## src/rtl/flash_arb.sv

```systemverilog
// flash_arb: wakes the SPI flash out of power-down, then shares the
// spixpress Wishbone read port round-robin between two requesters.
module flash_arb #(
   parameter logic [23:0] FLASH_BASE = 24'h040000,
   parameter int          WAKE_WAIT  = 100
) (
   input  logic        clk,
   input  logic        rst,
   output logic        ready,
   input  logic        r0_req,
   input  logic        r1_req,
   input  logic [21:0] r0_addr,
   input  logic [21:0] r1_addr,
   output logic        r0_ack,
   output logic        r1_ack,
   output logic [31:0] r0_data,
   output logic [31:0] r1_data,
   output logic        fl_cyc,
   output logic        fl_stb,
   output logic [21:0] fl_addr,
   output logic [3:0]  fl_sel,
   input  logic        fl_stall,
   input  logic        fl_ack,
   input  logic [31:0] fl_data,
   output logic        cfg_cyc,
   output logic        cfg_stb,
   output logic        cfg_we,
   output logic [31:0] cfg_data,
   input  logic        cfg_stall,
   input  logic        cfg_ack
);

   localparam int CW = $clog2(WAKE_WAIT + 1);

   typedef enum logic [2:0] {
      WAKE_CMD,
      WAKE_REL,
      WAKE_DLY,
      IDLE,
      REQ,
      WAIT_ACK,
      DONE
   } state_t;

   state_t      r_state;
   logic [CW-1:0] r_cnt;
   logic        r_last;
   logic        r_gnt;
   logic        r_ready;
   logic        r_r0_ack;
   logic        r_r1_ack;
   logic [31:0] r_r0_data;
   logic [31:0] r_r1_data;
   logic        r_fl_cyc;
   logic        r_fl_stb;
   logic [21:0] r_fl_addr;
   logic [3:0]  r_fl_sel;
   logic        r_cfg_cyc;
   logic        r_cfg_stb;
   logic        r_cfg_we;
   logic [31:0] r_cfg_data;

   logic [21:0] w_base;
   logic        w_pick1;
   logic [21:0] w_gaddr;

   assign w_base  = FLASH_BASE[23:2];
   // requester 1 wins when alone, or on a tie when 0 was served last
   assign w_pick1 = r1_req & (~r0_req | ~r_last);
   assign w_gaddr = (w_pick1 ? r1_addr : r0_addr) + w_base;

   // wake sequence, arbitration and Wishbone handshakes
   always_ff @(posedge clk or negedge rst) begin
      if (!rst) begin
         r_state    <= WAKE_CMD;
         r_cnt      <= '0;
         r_last     <= 1'b1;
         r_gnt      <= 1'b0;
         r_ready    <= 1'b0;
         r_r0_ack   <= 1'b0;
         r_r1_ack   <= 1'b0;
         r_r0_data  <= '0;
         r_r1_data  <= '0;
         r_fl_cyc   <= 1'b0;
         r_fl_stb   <= 1'b0;
         r_fl_addr  <= '0;
         r_fl_sel   <= '0;
         r_cfg_cyc  <= 1'b0;
         r_cfg_stb  <= 1'b0;
         r_cfg_we   <= 1'b0;
         r_cfg_data <= '0;
      end else begin
         unique case (r_state)
            WAKE_CMD, WAKE_REL: begin
               if (!r_cfg_cyc) begin
                  r_cfg_cyc  <= 1'b1;
                  r_cfg_stb  <= 1'b1;
                  r_cfg_we   <= 1'b1;
                  r_cfg_data <= (r_state == WAKE_CMD) ?
                                32'h0000_01AB : 32'h0;
               end else if (r_cfg_stb) begin
                  if (!cfg_stall) begin
                     r_cfg_stb <= 1'b0;
                     r_cfg_we  <= 1'b0;
                  end
               end else if (cfg_ack) begin
                  r_cfg_cyc <= 1'b0;
                  if (r_state == WAKE_CMD) begin
                     r_state <= WAKE_REL;
                  end else begin
                     r_state <= WAKE_DLY;
                     r_cnt   <= CW'(WAKE_WAIT - 1);
                  end
               end
            end
            WAKE_DLY: begin
               if (r_cnt == '0) begin
                  r_ready <= 1'b1;
                  r_state <= IDLE;
               end else begin
                  r_cnt <= r_cnt - 1'b1;
               end
            end
            IDLE: begin
               if (r0_req | r1_req) begin
                  r_gnt     <= w_pick1;
                  r_last    <= w_pick1;
                  r_fl_addr <= w_gaddr;
                  r_fl_cyc  <= 1'b1;
                  r_fl_stb  <= 1'b1;
                  r_fl_sel  <= 4'hF;
                  r_state   <= REQ;
               end
            end
            REQ: begin
               if (!fl_stall) begin
                  r_fl_stb <= 1'b0;
                  r_state  <= WAIT_ACK;
               end
            end
            WAIT_ACK: begin
               if (fl_ack) begin
                  if (r_gnt) begin
                     r_r1_data <= fl_data;
                     r_r1_ack  <= 1'b1;
                  end else begin
                     r_r0_data <= fl_data;
                     r_r0_ack  <= 1'b1;
                  end
                  r_fl_cyc <= 1'b0;
                  r_fl_sel <= 4'h0;
                  r_state  <= DONE;
               end
            end
            DONE: begin
               r_r0_ack <= 1'b0;
               r_r1_ack <= 1'b0;
               r_state  <= IDLE;
            end
            default: r_state <= WAKE_CMD;
         endcase
      end
   end

   assign ready    = r_ready;
   assign r0_ack   = r_r0_ack;
   assign r1_ack   = r_r1_ack;
   assign r0_data  = r_r0_data;
   assign r1_data  = r_r1_data;
   assign fl_cyc   = r_fl_cyc;
   assign fl_stb   = r_fl_stb;
   assign fl_addr  = r_fl_addr;
   assign fl_sel   = r_fl_sel;
   assign cfg_cyc  = r_cfg_cyc;
   assign cfg_stb  = r_cfg_stb;
   assign cfg_we   = r_cfg_we;
   assign cfg_data = r_cfg_data;

endmodule

```

## config.mk

```make
export PLATFORM = sky130hd
export DESIGN_NAME = flash_arb
export DESIGN_NICKNAME = d
export VERILOG_FILES = /design/src/rtl/flash_arb.sv
export SDC_FILE = /design/constraint.sdc
export NUM_CORES = 1
export LEC_CHECK = 0
export CAP_MARGIN = 5
export CORE_MARGIN = 2
export CORE_UTILIZATION = 26
export CTS_BUF_LIST = sky130_fd_sc_hd__clkbuf_8
export CTS_CLUSTER_DIAMETER = 150
export DETAILED_ROUTE_END_ITERATION = 10
export PLACE_DENSITY_LB_ADDON = 0.1
export SLEW_MARGIN = 10
export SYNTH_ARGS = -nofsm -noshare
export SYNTH_HDL_FRONTEND = slang
export SYNTH_SLANG_ARGS = --single-unit
```

## constraint.sdc

```tcl
create_clock -name clk -period 2.2 [get_ports clk]
set_input_delay 0.66 -clock clk [delete_from_list [all_inputs] [get_ports clk]]
set_output_delay 0.66 -clock clk [all_outputs]
set_load 0.005 [all_outputs]
```

# Word-level counts from Yosys, hierarchy flattened

Cells that the tools add are included.

Flip-flop bits (word level): 142
Output and inout port bits: 130
Word-level logic and storage cells: 104

$add $sub $neg: 2
Equal/unequal tests: 19
Multiplexer cells: 40
Bitwise logic cells: 7
Reduce and logical (&&, ||, !) cells: 19

Operators with widths:

| operator               | count |
|---|---|
| $mux 7                 | 5 |
| $ne 2x2->1 const B     | 12 |
| $add 22x17->22 const B | 1 |
| $mux 22                | 1 |
| $mux 3                 | 7 |
| $reduce_and 3->1       | 7 |
| $pmux 3 s6             | 1 |
| $mux 1                 | 16 |
| $pmux 7 s2             | 1 |
| $eq 3x3->1 const B     | 3 |
| $mux 9                 | 1 |
| $mux 4                 | 2 |
| $pmux 1 s2             | 4 |
| $pmux 4 s2             | 1 |
| $reduce_bool 2->1      | 4 |
| $logic_not 7->1        | 1 |
| $reduce_and 7->1       | 1 |
| $sub 7x1->7 const B    | 1 |
| $eq 3x2->1 const B     | 2 |
| $reduce_and 2->1       | 3 |
| $reduce_and 6->1       | 1 |
| $not 1->1              | 4 |
| $eq 3x1->1 const B     | 1 |
| $logic_not 3->1        | 1 |
| other kinds (5)        | 6 |

# Depth between registers and ports, before layout

Word-level depth: 6
Gate-level depth with buffers: 8

# Least setup slack after synthesis

No wires, ideal clock.

Path type: input-to-reg
Start: in r1_req
End: reg r_fl_addr[20] (netlist: fl_addr[20])
Library setup time: 0.083 ns
Data arrival time: 1.901 ns
Data required time: 2.117 ns
Slack: 0.216 ns
Stages on the path: 7
Path buffers: 0
Cell sequence: a21boi_2 -> mux2_2 -> ha_1 -> nand3_1 -> xnor2_1 -> mux2i_1 -> o21ai_0

Longest elaborated chain between the ends: 3
Elaborated cells between the ends (all ways): 5

RTL lines:

| element              | RTL line | RTL |
|---|---|---|
| start, declared      | 11       | `input logic r1_req,` |
| $and 1x1->1          | 69       | `assign w_pick1 = r1_req & (~r0_req \| ~r_last);` |
| $mux 22              | 70       | `assign w_gaddr = (w_pick1 ? r1_addr : r0_addr) + w_base;` |
| $add 22x17->22       | 70       |  |
| end signal, assigned | 128      | `r_fl_addr <= w_gaddr;` |
| end, declared        | 56       | `logic [21:0] r_fl_addr;` |

Parallel ways exist; a longest one is shown, timed or not.
A chain may end at the register's enable or synchronous reset.

# Worst setup path in the final report

Ends and elaborated chain as after synthesis.

==> run metrics <==
Final ANT Viol Nets 0; Die X 143 µm; pin count of the biggest net entering global routing 48; ys async rst share 1.00; Critical Path End fl_addr[20]; Total Wirelength 12300 µm; switching power total 2.59 mW; DR WL/cell 14.4 µm; type of origin of the critical path input pin; register bit total from synthesis between 100 and 150; cell taking the most area after synthesis dfrtp_1; reg-to-reg slack, setup 0.50 ns; gr ovfl total 0; Initial Utilization 0.267; DR DRC count 0; Clock transition at path regs around 0.11 ns; sequential area share after synthesis 0.533; switching power share of the total 0.316; Synth area leaders dfrtp_1 53%, mux2_4 9.0%, mux2_2 7.2%; Crit. End Element flop; Max Freq 476 MHz; sequential power share 0.407; setup bufs post-CTS 0; Yosys warning total 0; Final Slew Violations 0; Mapped Area 5030 µm²; RSZ-0062 raised after global routing no; fin nets 674; Pwr per Cell Area between 1000 and 1500 nW/µm²; Max Fanout on Critical Path 4; CTS Hold Bufs 0; syn_area_per_cell 12.7 µm²; Yosys cell types 51; Post-synth EDFFs 0; worst r2r dst fl_addr[20]; final hold violation count 0; hpwl dp 9100 µm; worst hold path class in2async; Tot Pwr around 8 mW; launch point of the worst path r1_req; cts repair resizes 0; Sink Count 107; clock latency on the worst-skew pair around 0.38 ns; drt first pass iters 4; Final GP Congestion 0.776; initial antenna violation count 0; Clk network pwr share 0.144; first-pass GRT wire length 19600 µm; worst setup path class in2reg; GRT Total Usage 0.124; TritonCTS clock tree built; Static Leak 3.25 nW; hold slack between 0.15 and 0.2 ns; Max Cap Viol 0; Cells after Synth approximately 400; Placed Cells approximately 840; Worst Reg-to-Reg Cells 7; clk_skew 0.0114 ns; data required time of the worst path 2.50 ns; num rows 50; chip height 143 µm; relative slew slack 0.652; worst-margin pin slew 0.522 ns; area of the die 20500 µm²; I/O pins between 200 and 250; htree depth 3; Power Internal 5.60 mW; layout cells sized above 1 0.187; fin crit share 0.955; Peak VDD IR 318 µV; port bufs around 190; post-synth top area share 0.527; initial DRC count 101; Final setup viols 0; Non-Filler Instances roughly 850; CTS Buf Count 9; Vias around 3600; most numerous cell in the Yosys netlist dfrtp_1; ant diodes 0; vias per cell between 4 and 5; core area 18800 µm²; vias in the first global route 3629; Reg-to-Reg Start r_last; Longest Clk Path Bufs 2; status finished, final reports clean; most frequent cells after synthesis 106 x dfrtp_1, 44 x nand2_1, 39 x buf_4; root buffer cell clkbuf_8; setup TNS 0 ns; ys flop type dfrtp_1; CP Data Arrival Time 2.40 ns; Comb pwr share 0.449; synth-to-layout area growth 45.9%; crit path time final 2.10 ns
stage by stage:
step / instance area (µm²) / setup slack [ns] / util
after global routing: 7340 / 0.00493 / 0.390
after detailed placement: 7150 / -0.330 / 0.380
after CTS: 7340 / 0.0677 / 0.390
after floorplan: 5120 / 0.216 / -
after global placement: 7150 / -0.259 / 0.380
final: 7340 / 0.0984 / 0.390
worst min path at each step:
stage,end,slack [ns],cells after the start
floorplan,cfg_cyc,0.36,0
global placement,fl_addr[3],0.46,2
detailed placement,ready,0.46,1
CTS,r0_data[28],0.16,1
global route,r0_data[28],0.16,1
finish,r0_data[28],0.17,1
critical path, stage by stage:
cell and delay (ns):
clkdlybuf4s50_1 0.48, a21boi_4 0.22, mux2_2 0.37, ha_1 0.23
nand3_1 0.11, xnor2_1 0.12, mux2i_1 0.08, o21ai_0 0.14
power groups by stage:
stage / clock (mW) / combinational (mW) / sequential [mW]
floorplan: 0 / 1.66 / 3.34
global placement: 0 / 3.72 / 3.36
detailed placement: 0 / 3.74 / 3.39
CTS: 1.27 / 3.75 / 3.35
global route: 1.35 / 4.02 / 3.46
finish: 1.18 / 3.68 / 3.33
cell type report:
| cell class | count | area (µm²) |
|---|---|---|
| Inverter | 6 | 22.5 |
| Timing Repair Buffer | 208 | 2100 |
| Sequential cell | 107 | 2680 |
| Fill cell | 1828 | 11500 |
| Clock inverter | 7 | 62.6 |
| Tap cell | 260 | 325 |
| Clock buffer | 9 | 124 |
| Multi-Input combinational cell | 256 | 2020 |
registers in the layout, indices dropped and copies added (netlist names):
register and flops:
cfg_stb 1, cfg_cyc 1, fl_stb 1, r1_data 32, r_state 3, r_gnt 1, fl_sel 1, ready 1
r0_ack 1, fl_addr 22, r1_ack 1, r_cnt 7, r_last 1, cfg_we 1, cfg_data 1, r0_data 32
layout by cell type, fill, tap and decap left out, types with 4 or more instances in the layout:
| master | netlist | routed |
|---|---|---|
| buf_4 | 39 | 16 |
| o21ai_0 | 25 | 25 |
| mux2i_1 | 19 | 19 |
| conb_1 | 1 | 26 |
| a21oi_1 | 6 | 6 |
| buf_12 | 0 | 6 |
| clkdlybuf4s50_1 | 0 | 186 |
| nand3_1 | 5 | 5 |
| a31oi_1 | 4 | 4 |
| nor2_1 | 8 | 8 |
| nand2_1 | 44 | 44 |
| or3_1 | 4 | 4 |
| nor3_1 | 5 | 5 |
| inv_1 | 6 | 7 |
| mux2_4 | 30 | 30 |
| mux2_1 | 5 | 5 |
| mux2_2 | 32 | 32 |
| dfrtp_1 | 106 | 106 |
| clkbuf_8 | 0 | 9 |
| xnor2_1 | 4 | 4 |
metal layers:
layer	GRT usage	vias up	part of all wire
met4	0.0281	0	0.0084
met2	0.199	134	0.47
met1	0.156	1717	0.44
met5	0	-	0
met3	0.0496	6	0.087
li1	-	1700	-
kinds of logic after synthesis:
group / synth area share
DFF: 0.533
muxes: 0.210
and+or+nand+nor: 0.0886
buffers and inverters: 0.0858
AOI/OAI and AO/OA: 0.0684
xor gates and xnor gates: 0.00871
adders and majority gates: 0.00497
other: 0.000746
Power figures use the tool's default switching activity.
==> RTL edit: new RTL, same settings <==
Set the parameter `WAKE_WAIT` to 200 (it was 100).
--- a/src/rtl/flash_arb.sv
+++ b/src/rtl/flash_arb.sv
@@ -3,5 +3,5 @@
 module flash_arb #(
    parameter logic [23:0] FLASH_BASE = 24'h040000,
-   parameter int          WAKE_WAIT  = 100
+   parameter int          WAKE_WAIT  = 200
 ) (
    input  logic        clk,
Formal check against the unedited RTL: same outputs for any inputs over 10 cycles, from zero or initial values and one cycle with rst low; that may be too few to reach the edited logic, so the function may still have changed.
==> RTL edit against the original RTL <==
- count of clock-buffer cells in the layout did not move
- worst hold slack got worse by 1.6 ps
- total power rose by 4.1%
- area after synthesis fell by 2.8%
- cell area fell by 1.3%
- worst setup slack got worse by 17 ps
- critical path type unchanged
- largest power group unchanged
- sequential cell count rose by 1
- wire length rose by 1.9%
- critical endpoint unchanged
==> RTL edit: results (changes against the original RTL) <==
HPWL after detailed placement - 9210 µm (+1.2%)
Final #Nets - 684 (+1.5%)
Setup bufs post-CTS - 0 (unchanged)
Crit-path slowest cell - clkdlybuf4s50_1
H-tree depth - 3 (unchanged)
Reg2reg setup slack - 130 ps (-370 ps)
Buffers on Ports - 187 (unchanged)
First-pass GRT wire length - 20200 µm (+3.5%)
VDD IR-drop max - 502 µV (+58%)
Leak Pwr - 3.14 nW (-3.4%)
Dominant cell type by area after synthesis - dfrtp_1
Crit path largest cell delay - 500 ps (+20 ps)
CTS Buf Count - 9 (unchanged)
Final-report setup violation count - 0 (unchanged)
Max-cap violations - 0 (unchanged)
N_diodes - 0 (unchanged)
Synth area leaders - dfrtp_1, mux2_2, buf_4, o21ai_0, mux2i_1
Hold Path Class - input port to async pin
Clk_lat worst skew - 400 ps (+20 ps)
Fin cells - 836 (-2.0%)
Initial antenna violation count - 0 (unchanged)
Routed wire length - 12500 µm (+1.9%)
Fill cells - 1808 (-1.1%)
Layout cell share with drive strength beyond 1 - 18.6% (-0.11 points)
Clock Path Buffers - 2 (unchanged)
Post-synth cell types - 44 (-14%)
Internal - 5.80 mW (+3.6%)
Vias - 3593 (+1.0%)
RD Place Congestion - 0.787 (+1.4%)
Async SR Flop Fraction - 100% (unchanged)
Drt first pass iters - 4 (unchanged)
Synthesized instance count - 409 (+3.0%)
Synth Warn # - 0 (unchanged)
Clock Skew - 23.8 ps (+12.5 ps)
Sequential share of the synthesized area - 55.3% (+2.1 points)
Worst-path fanout max - 4 (unchanged)
Run status - finished clean
Total GRT Usage - 13.0% (+0.58 points)
Dominant synthesized flop cell - dfrtp_1
Post-cts sizing count - 0 (unchanged)
Clock root cell - clkbuf_8
Commonest cells in the netlist - dfrtp_1, mux2_2, o21ai_0, nand2_1, buf_4
Vias in the first global route - 3839 (+5.8%)
Largest net degree at the start of global routing - 45 (-6.3%)
Count of pins over their slew limit - 0 (unchanged)
Yosys top cell area share - 54.8% (+2.1 points)
Critical path arrival - 2440 ps (+40 ps)
Initial drt markers - 115 (+14%)
Placed Area - 0.00700 mm² (-2.1%)
Dpl cells - 820 (-2.0%)
Clk pin slew, worst setup/hold paths - 130 ps (+20 ps)
## RTL edit: layer usage
metal / vias to the layer above / part of all wire [%] / GRT usage, %
met5: - / 0 / 0
met4: 0 / 1.4 / 2.79
met3: 10 / 10 / 6.90
met2: 138 / 47 / 21.4
met1: 1704 / 41 / 15.0
li1: 1741 / - / -
## RTL edit: path summary, 6_finish.rpt
kind                       cells after the start                 endpoint               startpoint
setup / recovery                               8  fl_addr[20]$_DFFE_PN0P_                   r1_req
min in group clk                               2  fl_addr[19]$_DFFE_PN0P_  fl_addr[19]$_DFFE_PN0P_
hold / removal                                 1  r1_data[20]$_DFFE_PN0P_                      rst
setup reg to reg                               6     r_cnt[7]$_DFFE_PN0P_     r_cnt[0]$_DFFE_PN0P_
hold reg to reg                                2  fl_addr[19]$_DFFE_PN0P_  fl_addr[19]$_DFFE_PN0P_
max in group asynchronous                      2  r1_data[28]$_DFFE_PN0P_                      rst
## RTL edit: cell type report
cell class | count | area (µm²) | area share, %
repair buffers | 206 | 2060 | 28.5
well taps | 234 | 293 | 4.04
flip-flops and latches | 108 | 2700 | 37.3
inverters | 5 | 18.8 | 0.259
multi-input cells | 267 | 1930 | 26.6
clock buffers | 9 | 124 | 1.71
clock inverters | 7 | 113 | 1.55
## RTL edit: kinds of logic after synthesis
| logic type | count (synthesis) | synth area share [%] |
|---|---|---|
| buf+inv | 59 | 7.53 |
| mux | 85 | 19.1 |
| xor+xnor | 9 | 1.61 |
| fa+ha+maj | 3 | 0.768 |
| flops | 108 | 55.3 |
| other cells | 1 | 0.0767 |
| simple gates | 84 | 8.55 |
| compound gates | 60 | 7.04 |
## RTL edit: worst max-delay path: cells and delay by family
family | cells | cell delay [ps]
buffers and inverters | 1 | 500
XOR/XNOR | 1 | 130
adder cells (fa/ha/maj) | 1 | 230
AO/OA/AOI/OAI | 2 | 360
AND/OR/NAND/NOR | 1 | 100
multiplexers | 2 | 460
## RTL edit: per-stage QoR
stage	TNS, ps	hold WS, ps	worst slack (ps)
floorplan	0	364	117
global placement	-4990	462	-322
CTS	0	157	69.7
finish	0	170	81.0
detailed placement	-5220	468	-356
global route	0	159	1.34
## RTL edit: power by group through the flow
stage	Combinational, mW	Clock, mW	Sequential, mW
5_1_grt	4.09	1.56	3.56
6_report	3.70	1.39	3.43
4_1_cts	3.77	1.47	3.44
3_3_place_gp	3.73	0	3.44
3_5_place_dp	3.75	0	3.47
2_1_floorplan	1.53	0	3.44
